**config.mk**
```make
export PLATFORM = sky130hd
export DESIGN_NAME = branch_resolve
export DESIGN_NICKNAME = d
export VERILOG_FILES = /design/src/rtl/branch_resolve.sv
export SDC_FILE = /design/constraint.sdc
export NUM_CORES = 1
export LEC_CHECK = 0
export BUFFER_PORTS_ARGS = -buffer_cell sky130_fd_sc_hd__buf_2
export CORE_MARGIN = 10
export CORE_UTILIZATION = 37
export CTS_BUF_LIST = sky130_fd_sc_hd__clkbuf_8
export DETAILED_ROUTE_END_ITERATION = 10
export GPL_TIMING_DRIVEN = 0
export PLACE_DENSITY = 0.84
export SLEW_MARGIN = 20
export SYNTH_ARGS = -nofsm -noshare
export SYNTH_HDL_FRONTEND = slang
export SYNTH_SLANG_ARGS = --single-unit
```
**constraint.sdc**
```tcl
create_clock -name clk -period 2 [get_ports clk]
set_input_delay 0.6 -clock clk [delete_from_list [all_inputs] [get_ports clk]]
set_output_delay 0.6 -clock clk [all_outputs]
set_load 0.03 [all_outputs]
```
**src/rtl/branch_resolve.sv**
```systemverilog
// Branch compare/resolve unit with a single registered valid/ready output stage.
// Statistics counters are compiled in with `define BRANCH_RESOLVE_STATS_EN.
module branch_resolve #(
  parameter int WIDTH     = 32,
  parameter int CNT_WIDTH = 32
) (
  input  logic                 clk,
  input  logic                 rst,
  input  logic                 in_valid,
  output logic                 in_ready,
  input  logic [WIDTH-1:0]     in_a,
  input  logic [WIDTH-1:0]     in_b,
  input  logic [31:0]          in_inst,
  input  logic                 in_pred_taken,
  input  logic                 flush,
  output logic                 out_valid,
  input  logic                 out_ready,
  output logic                 out_is_branch,
  output logic                 out_taken,
  output logic                 out_mispredict,
  output logic                 out_illegal,
  output logic                 out_eq,
  output logic                 out_lt,
  input  logic                 stat_clr,
  output logic [CNT_WIDTH-1:0] stat_branches,
  output logic [CNT_WIDTH-1:0] stat_mispredicts
);

  logic [2:0] f3;
  logic       is_br;
  logic       eq_raw;
  logic       lt_raw;
  logic       tk_raw;
  logic       ill_raw;
  logic       n_eq;
  logic       n_lt;
  logic       n_tk;
  logic       n_ill;
  logic       n_mis;
  logic       accept;
  logic       drain;

  assign f3     = in_inst[14:12];
  assign is_br  = (in_inst[6:0] == 7'b1100011);
  assign eq_raw = (in_a == in_b);

  always_comb begin
    lt_raw  = (in_a < in_b);
    tk_raw  = 1'b0;
    ill_raw = 1'b0;
    unique case (1'b1)
      (f3 == 3'b100) || (f3 == 3'b101):
        lt_raw = ($signed(in_a) < $signed(in_b));
      default: ;
    endcase
    unique case (1'b1)
      f3 == 3'b000: tk_raw = eq_raw;
      f3 == 3'b001: tk_raw = !eq_raw;
      f3 == 3'b100,
      f3 == 3'b110: tk_raw = lt_raw;
      f3 == 3'b101,
      f3 == 3'b111: tk_raw = !lt_raw;
      default:      ill_raw = 1'b1;
    endcase
  end

  // Non-branch instructions carry no compare or prediction information.
  assign n_eq  = is_br && eq_raw;
  assign n_lt  = is_br && lt_raw;
  assign n_tk  = is_br && tk_raw;
  assign n_ill = is_br && ill_raw;
  assign n_mis = is_br && !ill_raw && (tk_raw != in_pred_taken);

  assign in_ready = !out_valid || out_ready;
  assign accept   = in_valid && in_ready;
  assign drain    = out_valid && out_ready;

  always_ff @(posedge clk or posedge rst) begin
    if (rst) begin
      out_valid      <= 1'b0;
      out_is_branch  <= 1'b0;
      out_taken      <= 1'b0;
      out_mispredict <= 1'b0;
      out_illegal    <= 1'b0;
      out_eq         <= 1'b0;
      out_lt         <= 1'b0;
    end else if (flush) begin
      out_valid <= 1'b0;
    end else if (accept) begin
      out_valid      <= 1'b1;
      out_is_branch  <= is_br;
      out_taken      <= n_tk;
      out_mispredict <= n_mis;
      out_illegal    <= n_ill;
      out_eq         <= n_eq;
      out_lt         <= n_lt;
    end else if (drain) begin
      out_valid <= 1'b0;
    end
  end

`ifdef BRANCH_RESOLVE_STATS_EN
  logic [CNT_WIDTH-1:0] br_q;
  logic [CNT_WIDTH-1:0] mis_q;

  // Saturating counters; clear wins over a same-cycle increment.
  always_ff @(posedge clk or posedge rst) begin
    if (rst) begin
      br_q  <= '0;
      mis_q <= '0;
    end else if (stat_clr) begin
      br_q  <= '0;
      mis_q <= '0;
    end else begin
      if (drain && out_is_branch && (br_q != '1))
        br_q <= br_q + 1'b1;
      if (drain && out_mispredict && (mis_q != '1))
        mis_q <= mis_q + 1'b1;
    end
  end

  assign stat_branches    = br_q;
  assign stat_mispredicts = mis_q;
`else
  logic unused_clr;
  assign unused_clr       = stat_clr;
  assign stat_branches    = '0;
  assign stat_mispredicts = '0;
`endif

endmodule

```
==> key figures <==
Layout
  • Layout cells sized above 1: 0.542
  • Most common cell after layout, fill and taps aside: buf_2
  • Non-Filler Instances: 425
  • Final net count: 509
  • Fill cell count: 385
  • Most frequent cells in the layout: buf_2 (78), buf_4 (67), conb_1 (64)
  • Area grow syn2layout: 69.5%
  • Number of diodes: 0

Routing
  • Final wirelength: 5480 um
  • Drt pass-1 iters: 4
  • Vias: 1703
  • Iter 0 DRT Violations: 22
  • DR WL/cell: 12.9 um
  • Drt drc: 0
  • Antenna-violating nets left: 0
  • Vias per cell: 4.01

Synthesis
  • Count of flip-flops with a built-in enable after synthesis: 0
  • Mean Syn Cell Area: 7.71 sq um
  • Post-Syn Instances: 217
  • Ys Warns: 0
  • Main synth FF type: dfrtp_1
  • Post-Syn Area: 1670 sq um
  • Register area share after synthesis: 0.105
  • Synth cell types: 32
  • Seq cells post-synth: 7
  • Synth async-reset ratio: 1.00

Worst setup path
  • R2r setup slk: 0.09 ns
  • Arr. time, crit path: 2.29 ns
  • Worst r2r src: out_valid
  • CP max FO: 3
  • Slowest CP cell: nor4_4
  • CP Capture Point: out_taken
  • WS Path Type: input pin to flop
  • Worst path cell trace: buf_4 -> inv_12 -> ha_4 -> nand4_4 -> nor4_4 -> a221oi_2 -> or2_1 -> o311ai_4 -> xnor2_1 -> o21ai_1
  • Critical path capture point type: flop
  • Reg2reg path depth: 6
  • Crit path largest cell delay: 0.37 ns
  • Data required, critical path: 2.11 ns
  • Reg-to-reg endpoint: out_taken
  • Origin of the worst setup path: in_b[27]
  • Startpoint Class: input pin

Power
  • Gate power share: 0.643
  • P_sw: 421 uW
  • Internal Pwr Total: 557 uW
  • Clock Power Share: 0.209
  • Leak: 0.00164 uW
  • Switching Fraction: 0.430
  • Maximum VDD drop: 0.000136 V
  • Sequential Power Share: 0.148
  • Power Density: 345 nW/um^2

Floorplanning
  • Initial Util: 0.384
  • Placeable Area: 4350 sq um
  • DIE HEIGHT: 87.3 um
  • # rows: 24
  • Die ar.: 7620 sq um
  • IO Pins: 175
  • Width of the chip: 87.3 um

Clock tree
  • Clk slew on worst S/H paths: 0.04 ns
  • H-Tree Depth: 1
  • Post-CTS Hold Fix Bufs: 0
  • Clock tree buffer depth: 2
  • Clock sinks: 7
  • Clk root buf: clkbuf_8
  • Clock Latency Late Sink: 0.23 ns
  • CTS tree: done
  • Num CTS Buffers: 3

Run status
  • Failing checks: setup timing
  • Status: complete, but fails checks

Timing
  • Max Fclk: 459 MHz
  • Period utilization: 1.09
  • Relative slew slack: 0.625
  • Final Max Slew Viols: 0
  • Post-route setup slack: -0.178 ns
  • Final TNS setup: -0.439 ns
  • Crit path time final: 2.18 ns
  • Final Hold Viols: 0
  • Count of final setup violators: 3
  • Clock Skew: 0.00452 ns
  • Slew at the pin with the worst max-slew slack: 0.557 ns
  • RSZ-0062 raised after global routing: true

GRT
  • First-pass GRT wire length: 8090 um
  • Total gr overflow: 0
  • GRT Util Overall: 0.130
  • Largest net degree at the start of global routing: 8
  • M2 GR Usage: 0.251
  • Initial antenna violation count: 0
  • GR peak layer: met2
  • Met3 usage in global routing: 0.0646
  • Number of global-route vias before repair: 1817
  • Met1 Use GR: 0.115

Placed design
  • GP Congestion: 0.750
  • Placed cell count: 419
  • IO buf count: 87
  • Dpl hpwl: 5020 um

Flow run
  • Max-Cap Viols: 0

Min path
  • Min-Delay Path Class: input pin to asynchronous set/reset pin
-- cell families after synthesis --
logic type	share of synthesized area
DFF	0.105
adders and majority gates	0.239
xor gates and xnor gates	0.0157
other	0.00224
AOI/OAI and AO/OA	0.123
buffers and inverters	0.368
and+or+nand+nor	0.148
-- critical path, delay by kind of cell --
kind,cells,cell delay (ns)
AOI/OAI and AO/OA,3,0.31
and+or+nand+nor,3,0.78
xor gates and xnor gates,1,0.17
buffers and inverters,2,0.16
adders and majority gates,1,0.28
-- metrics by stage --
stage | power [uW] | worst slack (ns) | hold slack, ns | instance area (sq um) | util
after floorplan | 600 | -0.0924 | 0.403 | 2160 | -
after global placement | 718 | -0.431 | 0.457 | 2660 | 0.611
after detailed placement | 735 | -0.451 | 0.474 | 2660 | 0.611
after CTS | 964 | -0.210 | 0.288 | 2820 | 0.647
after global routing | 1050 | -0.311 | 0.312 | 2840 | 0.652
final | 979 | -0.178 | 0.284 | 2840 | 0.652
-- routing by layer --
layer  wire, um  part of all wire
met4         50            0.0091
met3        703              0.13
met5          0                 0
met2       3040              0.55
met1       1690              0.31
-- power groups by stage --
stage / Clock, uW / Sequential (uW) / Combinational (uW)
after global placement: 0 / 147 / 572
after CTS: 205 / 145 / 613
after floorplan: 0 / 151 / 450
after global routing: 218 / 145 / 689
final: 204 / 145 / 630
after detailed placement: 0 / 147 / 588
-- worst min-delay path by stage --
stage / from / end / slack [ns] / cells after the start
after floorplan: rst / out_eq / 0.40 / 1
after global placement: out_is_branch / out_is_branch / 0.46 / 2
after detailed placement: out_eq / out_eq / 0.47 / 2
after CTS: rst / out_mispredict / 0.29 / 2
after global routing: rst / out_lt / 0.31 / 2
final: rst / out_lt / 0.28 / 2
-- flip-flops by register name (all words and copies together), names as in the netlist --
name            count
out_eq              1
out_illegal         1
out_is_branch       1
out_lt              1
out_mispredict      1
out_taken           1
out_valid           1
-- synthesized netlist by cell type (3+ instances only) --
| cell | number | share of area |
|---|---|---|
| o21ai_0 | 7 | 0.021 |
| a21oi_1 | 13 | 0.039 |
| nand2b_1 | 4 | 0.015 |
| nand2_1 | 16 | 0.036 |
| inv_1 | 36 | 0.081 |
| nor2_1 | 4 | 0.0090 |
| o21ai_1 | 3 | 0.0090 |
| nand4_1 | 3 | 0.011 |
| ha_1 | 32 | 0.24 |
| dfrtp_1 | 7 | 0.10 |
| buf_4 | 64 | 0.29 |
| nand3_1 | 3 | 0.0090 |
-- cell type report --
type,instances,area [sq um],share of cell area
clock inverters,1,5.00,0.00176
repair buffers,89,507,0.179
inverters,36,158,0.0556
multi-input cells,173,1410,0.496
plain buffers,64,480,0.169
clock buffers,3,41.3,0.0146
well taps,52,65.1,0.0229
flip-flops and latches,7,175,0.0617
-- what timing repair did --
action | in CTS | in global routing
pin swaps | 14 | 7
endpoints found under the setup margin | 3 | 3
resized for setup | 18 | 4
buffers inserted | 2 | 0
Power figures use the tool's default switching activity.
